File: src/rtl/cpu_isa_pkg.sv
// ISA constants for the 5-stage CPU: group/opcode codes, instruction field positions,
// and the hazard-relevant decode (which register fields an instruction reads/writes).
package cpu_isa_pkg;

    localparam int NUM_REGS = 16;
    localparam int REG_W    = 4;

    localparam int GRP_LSB = 16;
    localparam int OP_LSB  = 13;
    localparam int RS1_LSB = 8;
    localparam int RS2_LSB = 4;
    localparam int RD_LSB  = 0;

    localparam logic [2:0] GRP_ARITH  = 3'b000;
    localparam logic [2:0] GRP_LOGIC  = 3'b001;
    localparam logic [2:0] GRP_CTRL   = 3'b010;
    localparam logic [2:0] GRP_MEM    = 3'b011;
    localparam logic [2:0] GRP_CUSTOM = 3'b100;

    localparam logic [2:0] OP_ADD = 3'd0;
    localparam logic [2:0] OP_SUB = 3'd1;
    localparam logic [2:0] OP_MUL = 3'd2;
    localparam logic [2:0] OP_DIV = 3'd3;
    localparam logic [2:0] OP_INC = 3'd4;
    localparam logic [2:0] OP_DEC = 3'd5;

    localparam logic [2:0] OP_AND = 3'd0;
    localparam logic [2:0] OP_OR  = 3'd1;
    localparam logic [2:0] OP_XOR = 3'd2;
    localparam logic [2:0] OP_NOT = 3'd3;
    localparam logic [2:0] OP_SHL = 3'd4;
    localparam logic [2:0] OP_SHR = 3'd5;

    localparam logic [2:0] OP_JMP  = 3'd0;
    localparam logic [2:0] OP_BEQ  = 3'd1;
    localparam logic [2:0] OP_BNE  = 3'd2;
    localparam logic [2:0] OP_CALL = 3'd3;
    localparam logic [2:0] OP_RET  = 3'd4;

    localparam logic [2:0] OP_LOAD  = 3'd0;
    localparam logic [2:0] OP_STORE = 3'd1;

    typedef struct packed {
        logic uses_rs1;
        logic uses_rs2;
        logic writes_rd;
    } dec_t;

    typedef struct packed {
        logic             v;
        logic [REG_W-1:0] rd;
    } sb_ent_t;

    function automatic dec_t decode(input logic [2:0] grp, input logic [2:0] op);
        dec_t d;
        d = '0;
        case (grp)
            GRP_ARITH: begin
                d.uses_rs1  = 1'b1;
                d.uses_rs2  = (op == OP_ADD) || (op == OP_SUB) || (op == OP_MUL) || (op == OP_DIV);
                d.writes_rd = 1'b1;
            end
            GRP_LOGIC: begin
                d.uses_rs1  = 1'b1;
                d.uses_rs2  = (op == OP_AND) || (op == OP_OR) || (op == OP_XOR);
                d.writes_rd = 1'b1;
            end
            GRP_CTRL: begin
                d.uses_rs1  = (op == OP_JMP) || (op == OP_BEQ) || (op == OP_BNE) || (op == OP_CALL);
                d.uses_rs2  = (op == OP_BEQ) || (op == OP_BNE);
                d.writes_rd = (op == OP_CALL);
            end
            GRP_MEM: begin
                d.uses_rs1  = 1'b1;
                d.uses_rs2  = (op == OP_STORE);
                d.writes_rd = (op == OP_LOAD);
            end
            GRP_CUSTOM: begin
                d.uses_rs1  = 1'b1;
                d.writes_rd = 1'b1;
            end
            default: d = '0;
        endcase
        return d;
    endfunction

endpackage

File: src/rtl/hazard_scoreboard.sv
// In-flight writer tracking: one slot per cycle until writeback; busy_vec is registered
// state only, so it reflects an issue one cycle later. squash kills the youngest BR_POS slots.
module hazard_scoreboard
    import cpu_isa_pkg::*;
#(
    parameter int WB_LAT = 4,
    parameter int BR_POS = 2
) (
    input  logic                clk,
    input  logic                reset,
    input  logic                wr_en,
    input  logic [REG_W-1:0]    wr_rd,
    input  logic                squash,
    output logic [NUM_REGS-1:0] busy_vec
);

    sb_ent_t sb [WB_LAT];

    // squash drops the current youngest entries before they shift, and blocks the shift-in
    always_ff @(posedge clk) begin
        if (!reset) begin
            for (int k = 0; k < WB_LAT; k++) begin
                sb[k] <= '0;
            end
        end else begin
            sb[0].v  <= wr_en & ~squash;
            sb[0].rd <= wr_rd;
            for (int k = 1; k < WB_LAT; k++) begin
                sb[k].v  <= sb[k-1].v & ~(squash && ((k - 1) < BR_POS));
                sb[k].rd <= sb[k-1].rd;
            end
        end
    end

    always_comb begin
        busy_vec = '0;
        for (int k = 0; k < WB_LAT; k++) begin
            if (sb[k].v) begin
                busy_vec[sb[k].rd] = 1'b1;
            end
        end
    end

endmodule

File: src/rtl/pipeline_hazard_ctrl.sv
// RAW stall / taken-branch flush controller beside Fetch->Decode; stall/flush/issue are
// same-cycle combinational, stall holds Fetch until the conflicting writer retires.
module pipeline_hazard_ctrl
    import cpu_isa_pkg::*;
#(
    parameter int WB_LAT    = 4,
    parameter int BR_POS    = 2,
    parameter int FLUSH_CYC = 3,
    parameter int CNT_W     = 16
) (
    input  logic                clk,
    input  logic                reset,
    input  logic                id_valid,
    input  logic [2:0]          id_group,
    input  logic [2:0]          id_opcode,
    input  logic [3:0]          id_rs1,
    input  logic [3:0]          id_rs2,
    input  logic [3:0]          id_rd,
    input  logic                ex_branch_taken,
    output logic                stall,
    output logic                flush,
    output logic                issue,
    output logic [15:0]         busy_vec,
    output logic [CNT_W-1:0]    stall_count,
    output logic [CNT_W-1:0]    flush_count
);

    localparam int FC_W = (FLUSH_CYC > 1) ? $clog2(FLUSH_CYC) : 1;

    dec_t                dec;
    logic [NUM_REGS-1:0] busy;
    logic [FC_W-1:0]     fcnt;
    logic                flush_active;
    logic                hazard;

    assign dec          = decode(id_group, id_opcode);
    assign flush_active = (fcnt != '0);
    assign hazard       = (dec.uses_rs1 & busy[id_rs1]) | (dec.uses_rs2 & busy[id_rs2]);

    // a redirect in flight makes the held instruction wrong-path, so flush overrides stall
    assign stall    = reset & id_valid & ~flush_active & ~ex_branch_taken & hazard;
    assign flush    = reset & (ex_branch_taken | flush_active);
    assign issue    = reset & id_valid & ~stall & ~flush;
    assign busy_vec = reset ? busy : '0;

    hazard_scoreboard #(
        .WB_LAT (WB_LAT),
        .BR_POS (BR_POS)
    ) u_scoreboard (
        .clk      (clk),
        .reset    (reset),
        .wr_en    (issue & dec.writes_rd),
        .wr_rd    (id_rd),
        .squash   (ex_branch_taken),
        .busy_vec (busy)
    );

    // a fresh taken branch reloads rather than extends the window
    always_ff @(posedge clk) begin
        if (!reset) begin
            fcnt <= '0;
        end else if (ex_branch_taken) begin
            fcnt <= FC_W'(FLUSH_CYC - 1);
        end else if (flush_active) begin
            fcnt <= fcnt - 1'b1;
        end
    end

    always_ff @(posedge clk) begin
        if (!reset) begin
            stall_count <= '0;
            flush_count <= '0;
        end else begin
            if (stall && (stall_count != '1)) begin
                stall_count <= stall_count + 1'b1;
            end
            if (ex_branch_taken && (flush_count != '1)) begin
                flush_count <= flush_count + 1'b1;
            end
        end
    end

endmodule

File: config.mk
export PLATFORM = sky130hd
export DESIGN_NAME = pipeline_hazard_ctrl
export DESIGN_NICKNAME = d
export VERILOG_FILES = /design/src/rtl/cpu_isa_pkg.sv /design/src/rtl/hazard_scoreboard.sv /design/src/rtl/pipeline_hazard_ctrl.sv
export SDC_FILE = /design/constraint.sdc
export NUM_CORES = 1
export LEC_CHECK = 0
export CAP_MARGIN = 5
export CORE_MARGIN = 2
export CORE_UTILIZATION = 45
export DETAILED_ROUTE_END_ITERATION = 16
export GPL_TIMING_DRIVEN = 0
export PLACE_DENSITY_LB_ADDON = 0.2
export SYNTH_ARGS = -nofsm -noshare
export SYNTH_HDL_FRONTEND = slang
export SYNTH_SLANG_ARGS = --single-unit
export TNS_END_PERCENT = 30
File: constraint.sdc
create_clock -name clk -period 3 [get_ports clk]
set_input_delay 0.75 -clock clk [delete_from_list [all_inputs] [get_ports clk]]
set_output_delay 0.75 -clock clk [all_outputs]
set_load 0.1 [all_outputs]
==> reports/metrics.cfg <==
[logic_synthesis]
synth-compound-area-share_pct = 17.9
postSynthAreaPerCell_um2 = 7.87
synth_xor_xnor_area_share_pct = 3.44
synth_mux_area_share_pct = 4.79
synth.net_count = 412
syn_inst = 388
yosysWarnings = 0
synth_top_family_by_area = simple AND/OR/NAND/NOR gates
synth_fa_ha_area_share_pct = 0.819
syn_area_um2 = 3060
synth-edff-count = 0
ys.flop_type = dfxtp_1
async_reset_ff_share_pct = 0
synth-seq-cells = 54
yosysSeqAreaShare_pct = 35.4
synthSimpleGateAreaFrac_pct = 34.8
synth.distinct_cells = 42

[global_routing]
antenna_found_initial = 0
grt_max_degree = 17
grt_pass1_vias = 3154
grtUsageTotal_pct = 25.2
grt_pass1_wl_um = 15200
grt_overflow = 0

[floorplan]
row_count = 30
dieArea_um2 = 7460
start_util_pct = 45.7
ios = 73
coreArea_um2 = 6680
dieHeight_um = 86.4
die_w_um = 86.4

[pwr]
p_comb_share_pct = 14.5
p_per_area_nw_per_um2 = 306
clkPwrFrac_pct = 30.8
p_seq_share_pct = 54.8
power.leakage_uw = 0.00153
p_int_uw = 992
p_sw_uw = 370
max-vdd-ir-drop_mv = 0.210
p_sw_share_pct = 27.1

[worst_setup_path]
arrival_ns = 2.82
cp_max_fo = 5
path_cells = nand3b_1 > o32ai_2 > nor2_1 > nor2_1 > a311oi_2 > a211oi_2 > buf_4 > o31ai_4 > buf_6 > clkinvlp_4 > buf_12
cp.required_ns = 2.25
endpoint_kind = output port
cp_common_cell = nor2_1
worst_path_max_delay_cell = dfxtp_2
max_stage_delay_ns = 0.38
cp-start-kind = flop
reg2reg_slack_ns = -0.11
crit_type = reg2out

[routing]
drt_wl_total_um = 9330
vias = 3304
ant_nets = 0
wl_per_cell_um = 16.8
drt_pass1_iterations = 4
drtIter0Drc = 95
drc_errors = 0
viasPerCell = 5.95

[final_layout]
drive_gt1_share_pct = 27.6
fin_cells = 555
final_nets = 498
fin_util_pct = 66.6
diodes = 0
areaGrowthSynthToFinish_pct = 45.7

[placement]
preCtsSetupSlack_ns = -1.81
dp_hpwl_um = 6730
place_congestion = 0.924
port_buffers = 69
placed_cells = 537

[sta]
rsz0062_at_grt = true
finalCriticalPeriod_ns = 3.57
finalCritPeriodShare_pct = 119
slew_headroom_pct = 33.9
setup_slack_ns = -0.574
finalSetupViolCount = 3
tns_ns = -1.15
maxClockFrequency_mhz = 280
hold_viol = 0
skew_ns = 0.00543
worstMarginPinSlew_ns = 0.988
drv_slew = 0

[run]
maxCapViolations = 0

[cts]
clk_path_buf_depth = 2
cts_root_buf = clkbuf_8
htreeDepth = 2
cts.sink_count = 54
cts_tree = built
cts_buffers = 5
path_clk_slew_ns = 0.09
insertion_delay_ns = 0.30

[outcome]
violations = negative setup slack
status = complete, but fails checks

[min_path]
hold_path_class = reg2reg

[cells in the final DEF, fill, tap and decap left out, drive strengths merged, types with 8 or more instances in the layout]
master	n
a21oi	17
and2	24
buf	31
clkbuf	16
clkdlybuf4s50	46
dfxtp	54
inv	8
mux2i	9
nand2	33
nand2b	15
nand3	16
nand3b	8
nor2	51
nor3	16
o21ai	16
o22ai	28
or3	8
xnor2	9
[flip-flops by register name, indices dropped and copies added, names as in the netlist]
name / count
u_scoreboard.sb: 20
flush_count: 16
fcnt: 2
stall_count: 16
[critical path: cells and delay by family (launching register included)]
family	cells	cell delay [ns]
and+or+nand+nor	3	0.72
buffers and inverters	4	0.60
DFF	1	0.38
AOI/OAI and AO/OA	4	0.80
[per-layer routing]
layer / global-route usage, % / part of all wire [%] / up-vias
li1: - / - / 1583
met1: 30.3 / 40 / 1556
met2: 44.1 / 51 / 138
met3: 4.67 / 5.3 / 27
met4: 10.8 / 3.3 / 0
met5: 0 / 0 / -
[area by class of cell]
class	count	area, um^2
Inverter	9	37.5
Clock inverter	2	12.5
Multi-Input combinational cell	313	2260
Clock buffer	6	82.6
Tap cell	80	100
Buffer	12	101
Fill cell	578	2230
Sequential cell	54	1100
Timing Repair Buffer	79	752
[cells in the mapped netlist (8+ instances only)]
master,number,area (um^2)
a21oi_1,17,85.1
and2_1,24,150
clkbuf_1,10,37.5
dfxtp_1,54,1080
inv_1,9,33.8
mux2i_1,9,90.1
nand2_1,33,124
nand2b_1,15,93.8
nand3_1,16,80.1
nand3b_1,8,60.1
nor2_1,51,191
nor3_1,16,80.1
o21ai_0,16,80.1
o22ai_1,27,169
or3_1,8,50.1
xnor2_1,9,78.8
[what timing repair did]
action / 4_1_cts / 5_1_grt
pin swaps: 10 / 8
endpoints found under the setup margin: 35 / 35
setup buffers: 8 / 2
cloned: 0 / 0
hold buffers: 0 / 0
gates resized for setup: 173 / 54
[power groups by stage]
stage / clock network, uW / logic (uW) / registers [uW]
after floorplan: 0 / 91.7 / 780
after global placement: 0 / 173 / 760
after detailed placement: 0 / 174 / 760
after CTS: 432 / 189 / 745
after global routing: 463 / 212 / 748
final: 419 / 197 / 746
[final timing paths]
| kind | start | end | cells past startpoint |
|---|---|---|---|
| setup / recovery | u_scoreboard.sb[0][0] | stall | 11 |
| hold / removal | stall_count[12] | stall_count[12] | 2 |
| setup reg to reg | u_scoreboard.sb[0][17] | stall_count[15] | 12 |
| hold reg to reg | stall_count[12] | stall_count[12] | 2 |
[through the flow]
stage	total power (uW)	hold slack (ns)	instance area [um^2]
finish	1360	0.487	4450
global route	1420	0.504	4450
CTS	1370	0.490	4260
detailed placement	934	0.477	3930
global placement	932	0.462	3930
floorplan	871	0.443	3140
[kinds of logic (layout without fill, tap and decap cells)]
group | Yosys count | in the layout
simple gates | 203 | 203
compound gates | 84 | 84
fa+ha+maj | 2 | 2
flops | 54 | 54
mux | 12 | 12
xor+xnor | 12 | 12
buf+inv | 21 | 108
No activity file was read; power rests on OpenSTA's default activity.
